## src/rtl/spi_bus_pkg.sv

```systemverilog
// ---------------------------------------------------------------------------
// spi_bus_pkg
// Shared constants for the SPI-to-register-bus bridge: frame geometry,
// header field positions, timing parameter defaults and the FSM state type.
// Optional feature macro used by the design: SPI_BUS_READ_EN (read path).
// ---------------------------------------------------------------------------
package spi_bus_pkg;

    // Frame geometry: 24 header bits then 32 data bits, MSB first.
    localparam int FRAME_LEN = 56;
    localparam int HDR_LEN   = 24;
    localparam int DATA_LEN  = FRAME_LEN - HDR_LEN;

    // Field positions inside the 24-bit header.
    localparam int HDR_RD_BIT   = 23;
    localparam int HDR_BE_LSB   = 16;
    localparam int BE_W         = 4;
    localparam int HDR_ADDR_LSB = 0;
    localparam int ADDR_W       = 12;

    // Synchronizer depth and width of the bus-phase cycle counter.
    localparam int SYNC_STAGES = 2;
    localparam int CNT_W       = 16;

    // Parameter defaults for the top level.
    localparam int DEF_WR_PULSE = 2;
    localparam int DEF_SETUP    = 1;
    localparam int DEF_RD_WAIT  = 2;

    typedef enum logic [3:0] {
        ST_IDLE    = 4'd0,
        ST_HDR     = 4'd1,
        ST_WDATA   = 4'd2,
        ST_WSETUP  = 4'd3,
        ST_WSTROBE = 4'd4,
        ST_WHOLD   = 4'd5,
        ST_RSETUP  = 4'd6,
        ST_RSHIFT  = 4'd7,
        ST_DONE    = 4'd8
    } state_t;

endpackage

```

## src/rtl/spi_bus_sync.sv

```systemverilog
// ---------------------------------------------------------------------------
// spi_bus_sync
// Brings the asynchronous SPI slave inputs into the clk domain through
// two-flop synchronizers and derives single-cycle edge pulses.
// Ports:
//   i_clk, i_reset        system clock, synchronous active-high reset
//   i_sclk, i_csn, i_mosi raw SPI pins
//   o_sclk_rise/fall      one-cycle pulses on synchronized sclk edges
//   o_csn_fall/rise       one-cycle pulses on synchronized csn edges
//   o_csn, o_mosi         synchronized levels (aligned with the edge pulses)
// ---------------------------------------------------------------------------
import spi_bus_pkg::*;

module spi_bus_sync (
    input  logic i_clk,
    input  logic i_reset,
    input  logic i_sclk,
    input  logic i_csn,
    input  logic i_mosi,
    output logic o_sclk_rise,
    output logic o_sclk_fall,
    output logic o_csn_fall,
    output logic o_csn_rise,
    output logic o_csn,
    output logic o_mosi
);

    logic [SYNC_STAGES-1:0] r_sclk_sync;
    logic [SYNC_STAGES-1:0] r_csn_sync;
    logic [SYNC_STAGES-1:0] r_mosi_sync;
    logic                   r_sclk_prev;
    logic                   r_csn_prev;

    always_ff @(posedge i_clk) begin
        if (i_reset) begin
            r_sclk_sync <= '0;
            r_csn_sync  <= '0;
            r_mosi_sync <= '0;
            r_sclk_prev <= 1'b0;
            r_csn_prev  <= 1'b0;
        end else begin
            r_sclk_sync <= {r_sclk_sync[SYNC_STAGES-2:0], i_sclk};
            r_csn_sync  <= {r_csn_sync[SYNC_STAGES-2:0], i_csn};
            r_mosi_sync <= {r_mosi_sync[SYNC_STAGES-2:0], i_mosi};
            r_sclk_prev <= r_sclk_sync[SYNC_STAGES-1];
            r_csn_prev  <= r_csn_sync[SYNC_STAGES-1];
        end
    end

    // mosi goes through the same depth as sclk, so the synchronized data bit
    // is valid in the cycle the rising-edge pulse fires.
    assign o_sclk_rise = r_sclk_sync[SYNC_STAGES-1] & ~r_sclk_prev;
    assign o_sclk_fall = ~r_sclk_sync[SYNC_STAGES-1] & r_sclk_prev;
    assign o_csn_fall  = ~r_csn_sync[SYNC_STAGES-1] & r_csn_prev;
    assign o_csn_rise  = r_csn_sync[SYNC_STAGES-1] & ~r_csn_prev;
    assign o_csn       = r_csn_sync[SYNC_STAGES-1];
    assign o_mosi      = r_mosi_sync[SYNC_STAGES-1];

endmodule

```

## src/rtl/spi_bus_master.sv

```systemverilog
// ---------------------------------------------------------------------------
// spi_bus_master
// SPI mode-0 slave that turns each 56-bit frame into one register-bus access.
// Header (24 bits): [23] rd, [19:16] byteEn, [11:0] addr; 32 data bits follow.
// Writes drive busCs/busAddr/busDataOut, then pulse busWr0..3 per byteEn.
// Reads drive busCs/busAddr, capture busDataIn and shift it out on miso.
// Optional feature macro: SPI_BUS_READ_EN. When undefined, read frames are
// consumed without bus activity and miso is tied to 0.
// Parameters:
//   WR_PULSE  strobe width in clk cycles            (>= 1)
//   SETUP     cs/addr/data setup and hold cycles    (>= 1)
//   RD_WAIT   cycles from busCs/busAddr to capture  (>= 1)
// Ports:
//   clk, reset             system clock, synchronous active-high reset
//   sclk, csn, mosi        asynchronous SPI inputs (csn active low)
//   miso                   SPI read data
//   busCs, busAddr         register-bus chip select and address
//   busDataOut, busDataIn  register-bus write / read data
//   busWr0..busWr3         byte write strobes, falling edge commits
// ---------------------------------------------------------------------------
import spi_bus_pkg::*;

module spi_bus_master #(
    parameter int WR_PULSE = DEF_WR_PULSE,
    parameter int SETUP    = DEF_SETUP,
    parameter int RD_WAIT  = DEF_RD_WAIT
) (
    input  logic                clk,
    input  logic                reset,
    input  logic                sclk,
    input  logic                csn,
    input  logic                mosi,
    output logic                miso,
    output logic                busCs,
    output logic [ADDR_W-1:0]   busAddr,
    output logic [DATA_LEN-1:0] busDataOut,
    input  logic [DATA_LEN-1:0] busDataIn,
    output logic                busWr0,
    output logic                busWr1,
    output logic                busWr2,
    output logic                busWr3
);

    localparam logic [5:0]       HDR_LAST   = 6'(HDR_LEN - 1);
    localparam logic [5:0]       DATA_LAST  = 6'(DATA_LEN - 1);
    localparam logic [CNT_W-1:0] SETUP_LAST = CNT_W'(SETUP - 1);
    localparam logic [CNT_W-1:0] PULSE_LAST = CNT_W'(WR_PULSE - 1);

    logic w_sclk_rise;
    logic w_sclk_fall;
    logic w_csn_fall;
    logic w_csn_rise;
    logic w_csn;
    logic w_mosi;

    spi_bus_sync u_sync (
        .i_clk       (clk),
        .i_reset     (reset),
        .i_sclk      (sclk),
        .i_csn       (csn),
        .i_mosi      (mosi),
        .o_sclk_rise (w_sclk_rise),
        .o_sclk_fall (w_sclk_fall),
        .o_csn_fall  (w_csn_fall),
        .o_csn_rise  (w_csn_rise),
        .o_csn       (w_csn),
        .o_mosi      (w_mosi)
    );

    state_t                r_state;
    logic [5:0]            r_bit_cnt;
    logic [CNT_W-1:0]      r_cnt;
    logic [DATA_LEN-1:0]   r_shift;
    logic [BE_W-1:0]       r_be;
    logic [ADDR_W-1:0]     r_addr;
    logic                  r_bus_cs;
    logic [ADDR_W-1:0]     r_bus_addr;
    logic [DATA_LEN-1:0]   r_bus_dout;
    logic [BE_W-1:0]       r_bus_wr;
    logic [DATA_LEN-1:0]   w_shift_next;

`ifdef SPI_BUS_READ_EN
    localparam logic [CNT_W-1:0] RDW_LAST = CNT_W'(RD_WAIT - 1);
    localparam logic [CNT_W-1:0] RDW_END  = CNT_W'(RD_WAIT);
    logic [DATA_LEN-1:0] r_rdata;
    logic                r_miso;
    // Set on entering the read: the sclk fall closing header bit 23 still
    // has to pass before shifting starts, since bit 31 must be presented for
    // the first data rising edge.
    logic                r_fall_pend;
`endif

    assign w_shift_next = {r_shift[DATA_LEN-2:0], w_mosi};

    always_ff @(posedge clk) begin
        if (reset) begin
            r_state    <= ST_IDLE;
            r_bit_cnt  <= '0;
            r_cnt      <= '0;
            r_shift    <= '0;
            r_be       <= '0;
            r_addr     <= '0;
            r_bus_cs   <= 1'b0;
            r_bus_addr <= '0;
            r_bus_dout <= '0;
            r_bus_wr   <= '0;
`ifdef SPI_BUS_READ_EN
            r_rdata     <= '0;
            r_miso      <= 1'b0;
            r_fall_pend <= 1'b0;
`endif
        end else begin
            case (r_state)
                ST_IDLE: begin
                    if (w_csn_fall) begin
                        r_state   <= ST_HDR;
                        r_bit_cnt <= '0;
                    end
                end

                ST_HDR: begin
                    if (w_csn_rise) begin
                        r_state <= ST_IDLE;
                    end else if (w_sclk_rise) begin
                        r_shift <= w_shift_next;
                        if (r_bit_cnt == HDR_LAST) begin
                            r_bit_cnt <= '0;
                            r_cnt     <= '0;
                            r_be      <= w_shift_next[HDR_BE_LSB +: BE_W];
                            r_addr    <= w_shift_next[HDR_ADDR_LSB +: ADDR_W];
                            if (w_shift_next[HDR_RD_BIT]) begin
`ifdef SPI_BUS_READ_EN
                                r_state     <= ST_RSETUP;
                                r_bus_cs    <= 1'b1;
                                r_bus_addr  <= w_shift_next[HDR_ADDR_LSB +: ADDR_W];
                                r_fall_pend <= 1'b1;
`else
                                r_state <= ST_DONE;
`endif
                            end else begin
                                r_state <= ST_WDATA;
                            end
                        end else begin
                            r_bit_cnt <= r_bit_cnt + 6'd1;
                        end
                    end
                end

                ST_WDATA: begin
                    if (w_csn_rise) begin
                        r_state <= ST_IDLE;
                    end else if (w_sclk_rise) begin
                        r_shift <= w_shift_next;
                        if (r_bit_cnt == DATA_LAST) begin
                            r_state    <= ST_WSETUP;
                            r_cnt      <= '0;
                            r_bus_cs   <= 1'b1;
                            r_bus_addr <= r_addr;
                            r_bus_dout <= w_shift_next;
                        end else begin
                            r_bit_cnt <= r_bit_cnt + 6'd1;
                        end
                    end
                end

                // From here on the write runs to completion regardless of csn.
                ST_WSETUP: begin
                    if (r_cnt == SETUP_LAST) begin
                        r_state  <= ST_WSTROBE;
                        r_cnt    <= '0;
                        r_bus_wr <= r_be;
                    end else begin
                        r_cnt <= r_cnt + 1'b1;
                    end
                end

                ST_WSTROBE: begin
                    if (r_cnt == PULSE_LAST) begin
                        r_state  <= ST_WHOLD;
                        r_cnt    <= '0;
                        r_bus_wr <= '0;
                    end else begin
                        r_cnt <= r_cnt + 1'b1;
                    end
                end

                ST_WHOLD: begin
                    if (r_cnt == SETUP_LAST) begin
                        r_state  <= ST_DONE;
                        r_cnt    <= '0;
                        r_bus_cs <= 1'b0;
                    end else begin
                        r_cnt <= r_cnt + 1'b1;
                    end
                end

`ifdef SPI_BUS_READ_EN
                ST_RSETUP: begin
                    if (w_csn_rise) begin
                        r_state  <= ST_IDLE;
                        r_bus_cs <= 1'b0;
                        r_miso   <= 1'b0;
                    end else begin
                        if (w_sclk_fall) begin
                            r_fall_pend <= 1'b0;
                        end
                        if (r_cnt == RDW_LAST) begin
                            r_rdata <= busDataIn;
                            r_cnt   <= r_cnt + 1'b1;
                        end else if (r_cnt == RDW_END) begin
                            r_state  <= ST_RSHIFT;
                            r_bus_cs <= 1'b0;
                            r_miso   <= r_rdata[DATA_LEN-1];
                        end else begin
                            r_cnt <= r_cnt + 1'b1;
                        end
                    end
                end

                ST_RSHIFT: begin
                    if (w_csn_rise) begin
                        r_state <= ST_IDLE;
                        r_miso  <= 1'b0;
                    end else if (w_sclk_fall) begin
                        if (r_fall_pend) begin
                            r_fall_pend <= 1'b0;
                        end else begin
                            r_miso  <= r_rdata[DATA_LEN-2];
                            r_rdata <= {r_rdata[DATA_LEN-2:0], 1'b0};
                        end
                    end
                end
`endif

                // Level test rather than edge: a completing write may still be
                // on the bus when csn rises, so the edge can be gone by now.
                ST_DONE: begin
                    if (w_csn) begin
                        r_state <= ST_IDLE;
                    end
                end

                default: begin
                    r_state <= ST_IDLE;
                end
            endcase
        end
    end

    assign busCs      = r_bus_cs;
    assign busAddr    = r_bus_addr;
    assign busDataOut = r_bus_dout;
    assign busWr0     = r_bus_wr[0];
    assign busWr1     = r_bus_wr[1];
    assign busWr2     = r_bus_wr[2];
    assign busWr3     = r_bus_wr[3];

`ifdef SPI_BUS_READ_EN
    assign miso = r_miso;
`else
    // Read-side inputs have no consumer in this build.
    logic w_unused;
    assign w_unused = ^{busDataIn, w_sclk_fall, (RD_WAIT > 0)};
    assign miso     = 1'b0;
`endif

endmodule

```

## config.mk

```make
export PLATFORM = sky130hd
export DESIGN_NAME = spi_bus_master
export DESIGN_NICKNAME = d
export VERILOG_FILES = /design/src/rtl/spi_bus_pkg.sv /design/src/rtl/spi_bus_sync.sv /design/src/rtl/spi_bus_master.sv
export SDC_FILE = /design/constraint.sdc
export NUM_CORES = 1
export LEC_CHECK = 0
export ABC_CLOCK_PERIOD_IN_PS = 2050
export CAP_MARGIN = 20
export CORE_MARGIN = 4
export CORE_UTILIZATION = 40
export CTS_BUF_LIST = sky130_fd_sc_hd__clkbuf_8
export CTS_CLUSTER_DIAMETER = 80
export CTS_CLUSTER_SIZE = 20
export DETAILED_ROUTE_END_ITERATION = 7
export PLACE_DENSITY = 0.72
export RECOVER_POWER = 25
export REMOVE_ABC_BUFFERS = 1
export SETUP_SLACK_MARGIN = 0.4
export SLEW_MARGIN = 20
export SYNTH_ARGS = -nofsm -noshare
export SYNTH_HDL_FRONTEND = slang
export SYNTH_SLANG_ARGS = --single-unit
```

## constraint.sdc

```tcl
create_clock -name clk -period 2.05 [get_ports clk]
set_input_delay 0.41 -clock clk [delete_from_list [all_inputs] [get_ports clk]]
set_output_delay 0.41 -clock clk [all_outputs]
set_load 0.03 [all_outputs]
```

**Word-level counts from Yosys, hierarchy flattened**

Cells that the tools add are included.

- Input port bits: 37
- Word-level logic and storage cells: 103
- Output and inout bits: 50
- Register bits after elaboration: 130

- Bitwise logic cells: 7
- Multiplexer cells: 38
- Reduce and logical (&&, ||, !) cells: 16
- Equality and inequality tests: 25
- Add/subtract/negate cells: 2

Operators with widths:

| cell | number |
|---|---|
| $mux 16 | 8 |
| $pmux 16 s4 | 1 |
| $mux 4 | 14 |
| $mux 6 | 7 |
| $pmux 4 s7 | 1 |
| $pmux 6 s3 | 1 |
| $add 16x1->16 const B | 1 |
| $eq 16x1->1 const B | 1 |
| $logic_not 16->1 | 1 |
| $ne 2x2->1 const B | 8 |
| $reduce_and 7->1 | 2 |
| $eq 6x5->1 const B | 2 |
| $reduce_and 9->1 | 1 |
| $eq 4x2->1 const B | 2 |
| $eq 4x3->1 const B | 2 |
| $ne 2x1->1 const B | 4 |
| $pmux 4 s2 | 1 |
| $reduce_and 4->1 | 2 |
| $add 6x1->6 const B | 1 |
| $ne 3x1->1 const B | 2 |
| $ne 3x2->1 const B | 2 |
| $reduce_and 3->1 | 2 |
| $reduce_and 5->1 | 1 |
| $eq 4x1->1 const B | 1 |
| other kinds (10) | 20 |

**Longest topological paths before layout**

Gate-level depths: netlist of run 1.

- Word-level depth: 5
- Depth in mapped cells: 8
- Depth with buffers taken out: 7

**By module**

A second synthesis of run 1 with hierarchy kept.

- Cell total of the unflattened synthesis: 623
- Area, all modules: 5207.5 um2

Modules (own cells, without submodules):

| module | instances | sequential area each (um2) | area an instance (um2) | cells an instance |
|---|---|---|---|---|
| spi_bus_master | 1 | 2442.3 | 4972.3 | 603 |
| spi_bus_sync | 1 | 160.2 | 235.2 | 20 |

**Worst setup path before layout of run 1**

No wires, ideal clock.

- Path type: flip-flop to flip-flop
- From: register r_cnt[0]
- To: register r_state[1]
- Stages on the path, launching flop included: 8
- Period minus slack after synthesis: 1859 ps
- Slack: 191 ps
- Arrival time: 1772 ps
- Data required time: 1963 ps
- Path through: dfxtp_1 inv_1 ha_1 nor3b_1 nand4_1 a22o_1 or4_1 o31ai_1

- Cells in the longest elaborated chain, start to end: 3
- Elaborated cells on any way between the ends: 6
- Classes of those cells: 4 x eq/ne; 2 x reduce/logical

RTL lines:

| what | line | RTL |
|---|---|---|
| from (decl) | spi_bus_master.sv:72 | `logic [CNT_W-1:0] r_cnt;` |
| from (signal assigned) | spi_bus_master.sv:173 | `r_cnt <= r_cnt + 1'b1;` |
| from (signal assigned) | spi_bus_master.sv:183 | `r_cnt <= r_cnt + 1'b1;` |
| from (signal assigned) | spi_bus_master.sv:193 | `r_cnt <= r_cnt + 1'b1;` |
| $eq 16x1->1 / $logic_not 16->1 (equally long branches) | spi_bus_master.sv:178, spi_bus_master.sv:168, spi_bus_master.sv:188 |  |
| $ne 2x2->1 (no source line) | - |  |
| $reduce_and 9->1 (no source line) (*) | - |  |
| to (signal assigned) | spi_bus_master.sv:169 | `r_state <= ST_WSTROBE;` |
| to (signal assigned) | spi_bus_master.sv:179 | `r_state <= ST_WHOLD;` |
| to (signal assigned) | spi_bus_master.sv:189 | `r_state <= ST_DONE;` |
| to (decl) | spi_bus_master.sv:70 | `state_t r_state;` |

Mark *: on every way between the ends. The rest lies on a longest branch, timed or not.
A chain may end at the register's enable or synchronous reset.

**Worst setup path after layout of run 1**

- From: register r_state[0]
- To: register r_cnt[6]

- Cells in the longest elaborated chain, start to end: 4
- Elaborated cells on any way between the ends: 15
- Classes of those cells: 11 x eq/ne; 1 x mux; 3 x reduce/logical

RTL lines:

| what | line | RTL |
|---|---|---|
| from (signal assigned) | spi_bus_master.sv:97 | `r_state <= ST_IDLE;` |
| from (signal assigned) | spi_bus_master.sv:116 | `r_state <= ST_HDR;` |
| from (signal assigned) | spi_bus_master.sv:123 | `r_state <= ST_IDLE;` |
| $eq 4x3->1 / $eq 4x2->1 (equally long branches) | spi_bus_master.sv:113 | `case (r_state)` |
| $reduce_or 2->1 (no source line) | - |  |
| $reduce_bool 4->1 (no source line) | - |  |
| $reduce_and 7->1 (no source line) | - |  |

Several ways; a longest one is shown, not always the timed one.

==> impl_metrics.toml, run 1 <==
[outcome]
status = "finished, final reports clean"

[logic_synthesis]
ys_types = 58
yosysMostFrequentCell = "nand2_1"
synth_top_cells_by_count = "nand2_1 (167), dfxtp_1 (130), a21oi_1 (92)"
synthTopCellsByArea = "dfxtp_1 (50%), nand2_1 (12%), a21oi_1 (8.8%)"
yosysSeqAreaShare_pct = 49.5
yosys_warnings = 0
ys.flop_type = "dfxtp_1"
synth_edf_count = 0
avgSynthCellArea_um2 = 8.17
async_reset_ff_share_pct = 0
ys_ff_latch = 130
syn_inst = 643
synth_area_um2 = 5260
synth_top_area_cell = "dfxtp_1"
synth_top_area_share_pct = 49.5

[die]
die_area_um2 = 15000
coreArea_um2 = 12700
initial_core_util_pct = 41.3
rows = 41
io_pins = 87
fp.dieW_um = 123
die_height_um = 123

[power]
power.leakage_nw = 3.19
vdd_ir_drop_max_uv = 760
power_density_nw_per_um2 = 729

[place]
dp_hpwl_mm = 7.77
place_congestion = 0.846
portBuffers = 53

[timing]
setup_violations = 0
min_period_ns = 1.94
rsz0062_at_grt = "true"
slew_headroom_pct = 9.54
clock.fmax_mhz = 514
fin_crit_sh_pct = 94.8
maxSlewViolCount = 0
worst_pin_slew_ns = 1.36
finalClockSkew_ns = 0.0160
hold_viol_final = 0
holdWs_ns = 0.443

[finish]
drive_above_1_share_pct = 35.1
area_growth_pct = 52.8
final_core_util_pct = 63.1
diodes = 0
layout.nets = 805

[cts]
cts_root_buf = "clkbuf_8"
cts_tree = "yes"
postCtsHoldBufs = 0
clk_pin_slew_ns = 0.09
numCtsBuffers = 17
htree_levels = 4
clockBufferDepth = 2
clock_latency_ns = 0.46
cts.sinks = 130

[setup_path]
crit_path_end_kind = "flop"
crit_required_ns = 2.41
critPathLaunchType = "flop"
path_max_fanout = 4
worst-setup-path-type = "flop to flop"
cp.arrival_ns = 2.31
reg2reg_depth = 5

[detailed_routing]
drtIter0Drc = 457
viasPerCell = 5.70
wl_per_cell_um = 18.8
first_pass_iters = 5
dr_total_vias = 5412
drt-total-wl_mm = 17.8
drc = 0
final_antenna_net_count = 0

[worst_hold_path]
holdPathStages = 1
hp-class = "flop to flop"

[global_routing]
antenna_found_initial = 0
grtUsageMet3_pct = 5.71
grt.met1_usage_pct = 26.1
grt_usage_pct = 21.8
grt_pass1_vias = 5263
overflow = 0
grt_use_met2_pct = 36.3
grt_max_degree = 102
grt_pass1_wl_mm = 25.9
busiest_layer = "met2"

[run]
drv_cap = 0
==> registers in the layout, summed over array words and instances, names as in the netlist, 2 cells and up <==
signal,count
u_sync.r_csn_sync,2
r_addr,12
r_state,4
busAddr,12
busDataOut,32
r_be,4
u_sync.r_sclk_sync,2
u_sync.r_mosi_sync,2
r_bit_cnt,6
r_cnt,16
r_shift,31
r_bus_wr,4
==> through the flow <==
stage               worst slack, ns  setup TNS, ns  cell area, um^2  power [mW]  instances
floorplan                    -0.338         -14.88             5090        2.88        604
global placement             0.0720              0             6030        3.05        852
detailed placement          -0.0170        -0.0170             6030        3.06        852
CTS                           0.148              0             7500        5.63        933
global route                 0.0667              0             8030        6.04        949
finish                        0.106              0             8030        5.85        949
==> cell usage in the layout (no fill, tap or decap), drive strengths merged, types with 2 or more instances in the layout <==
master / n
nand2b: 5
or4: 6
clkdlybuf4s25: 13
bufinv: 2
mux2i: 16
and3: 7
nand4: 3
dlygate4sd2: 16
o21bai: 2
nor2: 30
clkinv: 2
nor3: 5
buf: 82
dfxtp: 130
o211ai: 7
nor2b: 13
o32ai: 2
or3: 10
o31ai: 2
clkdlybuf4s50: 3
ha: 4
a21oi: 92
o221ai: 4
clkbuf: 33
clkdlybuf4s15: 11
a31oi: 3
nor3b: 4
nand3: 22
inv: 26
or4b: 2
a22oi: 2
nand2: 167
and4: 2
clkinvlp: 3
o21ai: 18
a22o: 3
nor4: 8
==> what timing repair did <==
item	CTS	global route
buffers inserted	38	15
pin swaps	46	59
cloned	11	1
endpoints found under the setup margin	144	152
resized for setup	202	144
==> final timing paths <==
kind,start,end,slack [ns]
max,r_state[0],r_cnt[6],0.11
min,u_sync.r_sclk_sync[0],u_sync.r_sclk_sync[1],0.44
max reg2reg,r_state[0],r_cnt[6],0.11
min reg2reg,u_sync.r_sclk_sync[0],u_sync.r_sclk_sync[1],0.44
==> power by group <==
part | internal, mW | total (mW) | leakage, nW | switching [mW]
registers | 2.55 | 2.60 | 1.06 | 0.0498
logic | 0.425 | 0.925 | 1.92 | 0.500
clock network | 1.20 | 2.33 | 0.205 | 1.12
total | 4.18 | 5.85 | 3.19 | 1.67
==> final cells by class <==
type	count	area (um^2)
multi-input cells	456	3230
clock buffers	20	275
repair buffers	138	1430
inverters	21	86.3
well taps	172	215
clock inverters	12	146
fillers	944	4690
flip-flops and latches	130	2650
==> per-layer routing <==
layer / routed length [um] / up-vias / share of wire, %
met2: 8780 / 293 / 49
met5: 0 / - / 0
met1: 7030 / 2586 / 39
li1: - / 2457 / -
met3: 1230 / 76 / 6.9
met4: 754 / 0 / 4.2
==> cells by family after synthesis <==
| family | Yosys count | share of synthesized area (%) |
|---|---|---|
| xor gates and xnor gates | 2 | 0.333 |
| AOI/OAI and AO/OA | 141 | 15.3 |
| adders and majority gates | 4 | 0.952 |
| DFF | 130 | 49.5 |
| muxes | 16 | 3.05 |
| other | 1 | 0.0714 |
| buffers and inverters | 60 | 4.71 |
| and+or+nand+nor | 289 | 26.0 |
==> worst max-delay path, stage by stage, from the launching register on <==
cell and delay [ns]:
dfxtp_4 0.37, or4b_4 0.56, nor2_4 0.15, a22oi_2 0.11, or4_1 0.54, o221ai_1 0.11
Power figures use the tool's default switching activity.
==> inputs of run 2 (changes only) <==
--- a/config.mk
+++ b/config.mk
@@ -9,7 +9,7 @@
 export CAP_MARGIN = 20
 export CORE_MARGIN = 4
 export CORE_UTILIZATION = 40
-export CTS_BUF_LIST = sky130_fd_sc_hd__clkbuf_8
+export CTS_BUF_LIST = sky130_fd_sc_hd__clkbuf_2 sky130_fd_sc_hd__clkbuf_4 sky130_fd_sc_hd__clkbuf_8
 export CTS_CLUSTER_DIAMETER = 80
 export CTS_CLUSTER_SIZE = 20
 export DETAILED_ROUTE_END_ITERATION = 7
==> results of run 2 <==
Same layout as run 1: the final DEF is identical, and so are final timing and power.
